**src/rtl/mem_bank_scheduler.sv**
```systemverilog
// Round-robin scheduler that initialises a single-port bank to word[i]=i and shares it between NUM_REQ requesters.
// Optional per-requester grant and stall statistics are built when MEM_SCHED_STATS_EN is defined.
module mem_bank_scheduler #(
  parameter int NUM_REQ    = 2,
  parameter int ADDR_WIDTH = 11,
  parameter int DATA_WIDTH = 18,
  parameter int DEPTH      = 1718
) (
  input  logic                            clk,
  input  logic                            reset_n,
  input  logic                            init_start,
  output logic                            init_done,
  input  logic [NUM_REQ-1:0]              req,
  input  logic [NUM_REQ-1:0]              req_we,
  input  logic [NUM_REQ*ADDR_WIDTH-1:0]   req_addr,
  input  logic [NUM_REQ*DATA_WIDTH-1:0]   req_wdata,
  output logic [NUM_REQ-1:0]              gnt,
  output logic                            rd_valid,
  output logic [2:0]                      rd_id,
  output logic [DATA_WIDTH-1:0]           rd_data,
  output logic                            addr_err,
  output logic                            mem_en,
  output logic                            mem_we,
  output logic [ADDR_WIDTH-1:0]           mem_addr,
  output logic [DATA_WIDTH-1:0]           mem_wdata,
  input  logic [DATA_WIDTH-1:0]           mem_rdata
`ifdef MEM_SCHED_STATS_EN
  ,
  output logic [NUM_REQ*16-1:0]           grant_count,
  output logic [15:0]                     stall_count
`endif
);
  localparam int IW = (NUM_REQ > 1) ? $clog2(NUM_REQ) : 1;

  typedef enum logic {INIT, RUN} state_t;
  state_t state;

  logic [ADDR_WIDTH-1:0] cnt;
  logic [IW-1:0]         ptr, win, cand, nxt;
  logic                  xfer;
  logic                  w_we, w_oob;
  logic [ADDR_WIDTH-1:0] w_addr;
  logic [DATA_WIDTH-1:0] w_wdata;
  logic                  s1_vld, s1_oob, rd_oob;
  logic [2:0]            s1_id;

  // Grant is withheld while init_start is high so nothing is accepted on the edge that re-enters INIT.
  always_comb begin
    xfer = 1'b0;
    win  = '0;
    cand = '0;
    if (state == RUN && !init_start) begin
      for (int i = 0; i < NUM_REQ; i++) begin
        if (int'(ptr) + i >= NUM_REQ) cand = IW'(int'(ptr) + i - NUM_REQ);
        else                          cand = IW'(int'(ptr) + i);
        if (!xfer && req[cand]) begin
          xfer = 1'b1;
          win  = cand;
        end
      end
    end
  end

  assign gnt       = xfer ? (NUM_REQ'(1) << win) : '0;
  assign nxt       = (int'(win) == NUM_REQ - 1) ? '0 : win + 1'b1;
  assign w_we      = req_we[win];
  assign w_addr    = req_addr[win*ADDR_WIDTH +: ADDR_WIDTH];
  assign w_wdata   = req_wdata[win*DATA_WIDTH +: DATA_WIDTH];
  assign w_oob     = ({1'b0, w_addr} >= (ADDR_WIDTH+1)'(DEPTH));
  assign init_done = (state == RUN);
  // Memory data arrives in the rd_valid cycle, so it is steered combinationally.
  assign rd_data   = (rd_valid && !rd_oob) ? mem_rdata : '0;

  always_ff @(posedge clk or negedge reset_n) begin
    if (!reset_n) begin
      state     <= INIT;
      cnt       <= '0;
      ptr       <= '0;
      mem_en    <= 1'b0;
      mem_we    <= 1'b0;
      mem_addr  <= '0;
      mem_wdata <= '0;
      addr_err  <= 1'b0;
      s1_vld    <= 1'b0;
      s1_id     <= '0;
      s1_oob    <= 1'b0;
      rd_valid  <= 1'b0;
      rd_id     <= '0;
      rd_oob    <= 1'b0;
    end else begin
      mem_en   <= 1'b0;
      mem_we   <= 1'b0;
      addr_err <= 1'b0;
      s1_vld   <= 1'b0;
      rd_valid <= s1_vld;
      rd_id    <= s1_id;
      rd_oob   <= s1_oob;
      case (state)
        INIT: begin
          mem_en    <= 1'b1;
          mem_we    <= 1'b1;
          mem_addr  <= cnt;
          mem_wdata <= DATA_WIDTH'(cnt);
          if (cnt == ADDR_WIDTH'(DEPTH - 1)) begin
            state <= RUN;
            cnt   <= '0;
          end else begin
            cnt <= cnt + 1'b1;
          end
        end
        RUN: begin
          if (init_start) begin
            state <= INIT;
            cnt   <= '0;
          end else if (xfer) begin
            ptr    <= nxt;
            s1_vld <= !w_we;
            s1_id  <= 3'(win);
            s1_oob <= w_oob;
            if (w_oob) begin
              addr_err <= 1'b1;
            end else begin
              mem_en    <= 1'b1;
              mem_we    <= w_we;
              mem_addr  <= w_addr;
              mem_wdata <= w_wdata;
            end
          end
        end
      endcase
    end
  end

`ifdef MEM_SCHED_STATS_EN
  logic [15:0]        gcnt [NUM_REQ];
  logic [NUM_REQ-1:0] low_oh;
  assign low_oh = req & (~req + 1'b1);

  always_ff @(posedge clk or negedge reset_n) begin
    if (!reset_n) begin
      for (int k = 0; k < NUM_REQ; k++) gcnt[k] <= '0;
      stall_count <= '0;
    end else if (state == RUN && init_start) begin
      for (int k = 0; k < NUM_REQ; k++) gcnt[k] <= '0;
      stall_count <= '0;
    end else begin
      for (int k = 0; k < NUM_REQ; k++)
        if (gnt[k] && gcnt[k] != 16'hffff) gcnt[k] <= gcnt[k] + 16'd1;
      if (xfer && gnt != low_oh && stall_count != 16'hffff)
        stall_count <= stall_count + 16'd1;
    end
  end

  for (genvar k = 0; k < NUM_REQ; k++) begin : g_gcnt
    assign grant_count[k*16 +: 16] = gcnt[k];
  end
`endif
endmodule

```
**config.mk**
```make
export PLATFORM = sky130hd
export DESIGN_NAME = mem_bank_scheduler
export DESIGN_NICKNAME = d
export VERILOG_FILES = /design/src/rtl/mem_bank_scheduler.sv
export SDC_FILE = /design/constraint.sdc
export NUM_CORES = 1
export LEC_CHECK = 0
export ABC_AREA = 1
export BUFFER_PORTS_ARGS = -buffer_cell sky130_fd_sc_hd__buf_4
export CELL_PAD_IN_SITES_DETAIL_PLACEMENT = 1
export CELL_PAD_IN_SITES_GLOBAL_PLACEMENT = 1
export CORE_MARGIN = 1
export CORE_UTILIZATION = 31
export CTS_CLUSTER_SIZE = 12
export DETAILED_ROUTE_END_ITERATION = 10
export PLACE_DENSITY = 0.78
export SLEW_MARGIN = 5
export SYNTH_ARGS = -nofsm -noshare
export SYNTH_HDL_FRONTEND = slang
export SYNTH_SLANG_ARGS = --single-unit
```
**constraint.sdc**
```tcl
create_clock -name clk -period 2.5 [get_ports clk]
set_input_delay 0.125 -clock clk [delete_from_list [all_inputs] [get_ports clk]]
set_output_delay 0.125 -clock clk [all_outputs]
set_load 0.05 [all_outputs]
```
# Word-level counts from Yosys, hierarchy flattened
# Index checks and enable logic that the tools add are counted.
# totals
elab_cells	95
out_inout_bits	57
reg_bits	51
input_bits	83
# op_classes
shift	3
n_addsub	5
n_mux	49
n_reduce_logical	9
n_mul	2
n_lt_le_gt_ge	6
eq_ne	5
bitwise_logic	2
# op_table
op	count
18-bit two-way mux	4
11-bit two-way mux	5
11-bit case mux with 2 select lines	2
18-bit case mux with 2 select lines	1
36-bit by 7-bit variable part select with 18-bit output	1
1-bit two-way mux	33
22-bit by 6-bit variable part select with 11-bit output	1
11-bit by 1-bit adder with 11-bit output (second input constant)	1
11-bit equality test (second input constant)	1
11-bit greater-or-equal comparator (second input constant)	1
1-bit by 4-bit multiplier with 5-bit output (second input constant)	2
1-bit by 2-bit < comparator with 1-bit output (second input constant)	3
2-bit != test (second input constant)	3
1-bit case mux with 2 select lines	3
3-bit AND reduction	2
1-bit logical NOT	4
1-bit logical AND	3
1-bit by 1-bit adder with 2-bit output (second input constant)	1
1-bit by 2-bit greater-or-equal comparator with 1-bit output (second input constant)	1
2-bit greater-or-equal comparator (second input constant)	1
2-bit two-way mux	1
2-bit by 1-bit != test with 1-bit output (second input constant)	1
1-bit NOT	2
1-bit by 1-bit << shifter with 2-bit output (first input constant)	1
2 further kinds	3

# Logic depth before layout (Yosys ltp)
# depth
depth_word	18
mapped_depth	15
ltp_nobuf	13

# Worst setup path before layout
# Ideal clock, no wire load.
# synth_path
path_type	flip-flop to flip-flop
from	reg state (netlist: init_done)
to	reg ptr
required_time_ns	2.375
arrival_time_ns	2.581
period_less_slack_ns	2.706
stages_incl_launch_ff	8
n_path_buf	1
path_slack_ns	-0.206
cell_sequence	dfrtp_1 inv_2 nor2_4 inv_2 nor2_4 clkbuf_1 nor2_1 o21bai_1
# synth_between
elab_chain_cells	4
elab_cells_between_ends	6
classes_between	add/sub: 1; mux: 3; reduce/logical: 2
# synth_lines
item	line	rtl
from (decl)	36	state_t state;
from (signal assigned)	76	state <= INIT;
from (signal assigned)	105	state <= RUN;
from (signal assigned)	113	state <= INIT;
1-bit logical AND	52	if (state == RUN && !init_start) begin
1-bit two-way mux	52	
1-bit adder	65	assign nxt = (int'(win) == NUM_REQ - 1) ? '0 : win + 1'b1;
1-bit two-way mux	65	
to (signal assigned)	116	ptr <= nxt;
to (decl)	39	logic [IW-1:0] ptr, win, cand, nxt;
# Several ways; a longest one is shown, not always the timed one.
# A chain may end at the register's enable or synchronous reset.

# Worst setup path in the final report
# layout_path
from	reg state (netlist: init_done)
to	reg mem_addr[9]
# layout_between
elab_chain_cells	8
elab_cells_between_ends	15
classes_between	mul: 1; order compare: 1; eq/ne: 3; shift: 1; mux: 6; bitwise: 1; reduce/logical: 2
# layout_lines
item	line	rtl
branches (longest 8 deep; another with 11-bit greater-or-equal comparator)	n/a	
to (signal assigned)	102	mem_addr <= cnt;
to (signal assigned)	125	mem_addr <= w_addr;
to (decl)	24	output logic [ADDR_WIDTH-1:0] mem_addr,
# Several ways; the timed one is not identified. The select of a mux whose other input is x is not followed.

==> out/results.ini <==
[floorplanning]
ioPinCount = 140
die_y_um = 99.43
initial_core_util_pct = 32.00
floorplan.die_area_um2 = 9886
rows = 35
core_area_um2 = 9196
die_x_um = 99.43

[drt]
wirelength_um = 10230
drc = 0
vias = 3324
vias_per_cell = 5.014
wl_per_cell_um = 15.43
drt_iter0_markers = 128
drtAntennaViolNets = 0
first_pass_iters = 4

[finish]
largest_reg_flops = 18
fin_util_pct = 45.62
fin_nets = 637
layoutNonFillerInstCount = 663
syn2layout_area_growth_pct = 42.56
largest_register = mem_wdata
layout-drive-gt1-share_pct = 28.62
final_area_um2 = 4195
n_antenna_cell = 0
fill_cells = 1200
biggestRegsByFlops = mem_wdata x18, cnt x11, mem_addr x11

[sta]
layout_setup_ws_ns = 0.3009
finalSetupTns_ns = 0
relSlewSlack_pct = 54.89
worst_pin_slew_ns = 0.6696
finClkSkew_ns = 0.007527
fin_crit_sh_pct = 87.96
slew_viol_final = 0
holdWs_ns = 0.1394
fmax_ghz = 0.4547
min_period_ns = 2.199
setup_viol = 0
rsz0062_at_grt = false
hold_viol_final = 0

[global_routing]
grt_pass1_vias = 3374
grt-ovfl-total = 0
antenna_found_initial = 0
grt_pass1_wl_um = 16740
grt_max_degree = 60
gr-usage-all-layers_pct = 21.26

[synth]
syn_area_per_cell_um2 = 6.957
yosys.area.top_type_share_pct = 43.37
synth_edf_count = 0
synth_ff_type = dfrtp_1
synth_area_leader_cell = dfrtp_1
yosysWarningCount = 0
ys_ff_latch = 51
yosysUniqueCellTypes = 25
async_reset_ff_share_pct = 100.0
ys_seq_area_share_pct = 43.37
yosys-top-cells-count = nand2_1 (117), nand3_1 (89), dfrtp_1 (51)
synth_area_leaders = dfrtp_1 (43%), nand3_1 (15%), nand2_1 (15%), nor2_1 (5.4%), inv_1 (5.1%)
syn_area_um2 = 2943
syn_inst = 423
yosysMostFrequentCell = nand2_1

[pwr]
power_mw = 3.277
p_per_area_nw_per_um2 = 781.1
p_leak_nw = 2.311
irDropWorstVdd_v = 0.0004325

[clock_network]
htree_levels = 2
ctsRootBufferMaster = clkbuf_8
cts_buffer_depth = 2
clock-sinks = 51
numCtsBuffers = 5
clk_pin_slew_ns = 0.09
clock_latency_ns = 0.30
tritoncts = built

[placed_design]
dp_hpwl_um = 7661
dp_slack_ns = 0.2242
gp_congestion = 0.8417
io_buffers = 137
place_area_um2 = 4075
dpl.cell_count = 655

[setup_path]
cp-end-kind = register
cp.arrival_ns = 2.39
worst_setup_path_start_kind = register
critical_path_required_ns = 2.69
path_class = register to register
path_max_fanout = 29

[status]
status = finished clean

[flow_run]
cap_viol_max_count = 0

[hold_path]
hp-class = primary input to register

-- worst paths after layout --
path	slack, ns	cells after the start	end	start
max	0.30	14	mem_addr[9]	init_done
min	0.14	4	cnt[2]	init_start
max reg2reg	0.30	14	mem_addr[9]	init_done
min reg2reg	0.35	0	rd_valid	s1_vld
max in group asynchronous	1.63	2	init_done	reset_n
min in group asynchronous	0.41	2	mem_addr[0]	reset_n
-- area by class of cell --
class	instances	area, um^2	area share [%]
tap	111	138.9	3.310
timing repair buffer	147	1122	26.75
clock buffer	5	68.82	1.640
multi-input combinational	305	1393	33.19
sequential	51	1277	30.45
inverter	42	157.7	3.758
clock inverter	2	37.54	0.8947
-- power breakdown --
part,switching [mW],internal [mW]
registers,0.202,1.05
logic,0.960,0.498
clock network,0.272,0.293
-- what timing repair did --
item,CTS,global route
endpoints found under the setup margin,0,29
hold buffers,1,0
buffers inserted,0,0
gates resized for setup,0,3
endpoints found under the hold margin,51,0
-- layout by cell type (no fill, tap or decap), types with 2 or more instances in the layout --
cell,netlist,layout
buf_4,2,144
nand2_1,117,117
nand3_1,89,89
dfrtp_1,51,50
nor2_1,42,42
inv_1,40,40
o21ai_0,24,22
a21oi_1,6,6
nand4_1,5,5
clkbuf_8,0,5
nor3_1,3,3
o21ai_1,1,3
o32ai_1,3,3
inv_2,2,2
nor2_4,2,2
o21bai_1,2,2
xor2_1,2,2
o22ai_1,2,2
ha_1,2,2
conb_1,1,2
-- cells by family after synthesis --
family / count (synthesis) / share of synthesized area, %
compound gates: 39 / 7.356
xor+xnor: 3 / 0.8930
fa+ha+maj: 2 / 0.8502
other cells: 1 / 0.1274
flops: 51 / 43.37
simple gates: 259 / 37.97
buf+inv: 68 / 9.439
-- worst max-delay path, stage by stage, from the launching register on --
cell	delay, ns
dfrtp_2	0.38
inv_2	0.05
nor2_4	0.18
inv_2	0.15
nor2_4	0.26
nand2_1	0.08
nand2_1	0.14
nand2_1	0.07
nor2_1	0.11
nand3_1	0.10
nand3_1	0.11
nand2_1	0.07
buf_6	0.21
nand3_1	0.10
nand2_1	0.06
-- metal layers --
metal  routed length, um  vias to the layer above  track usage (%)
met3                 603                       10            3.654
met4                 114                        0            5.204
met1                4389                     1589            27.00
met2                5119                      108            37.55
li1                    -                     1617                -
met5                   0                        -                0
Note: power is estimated with default switching activity, not from simulation.
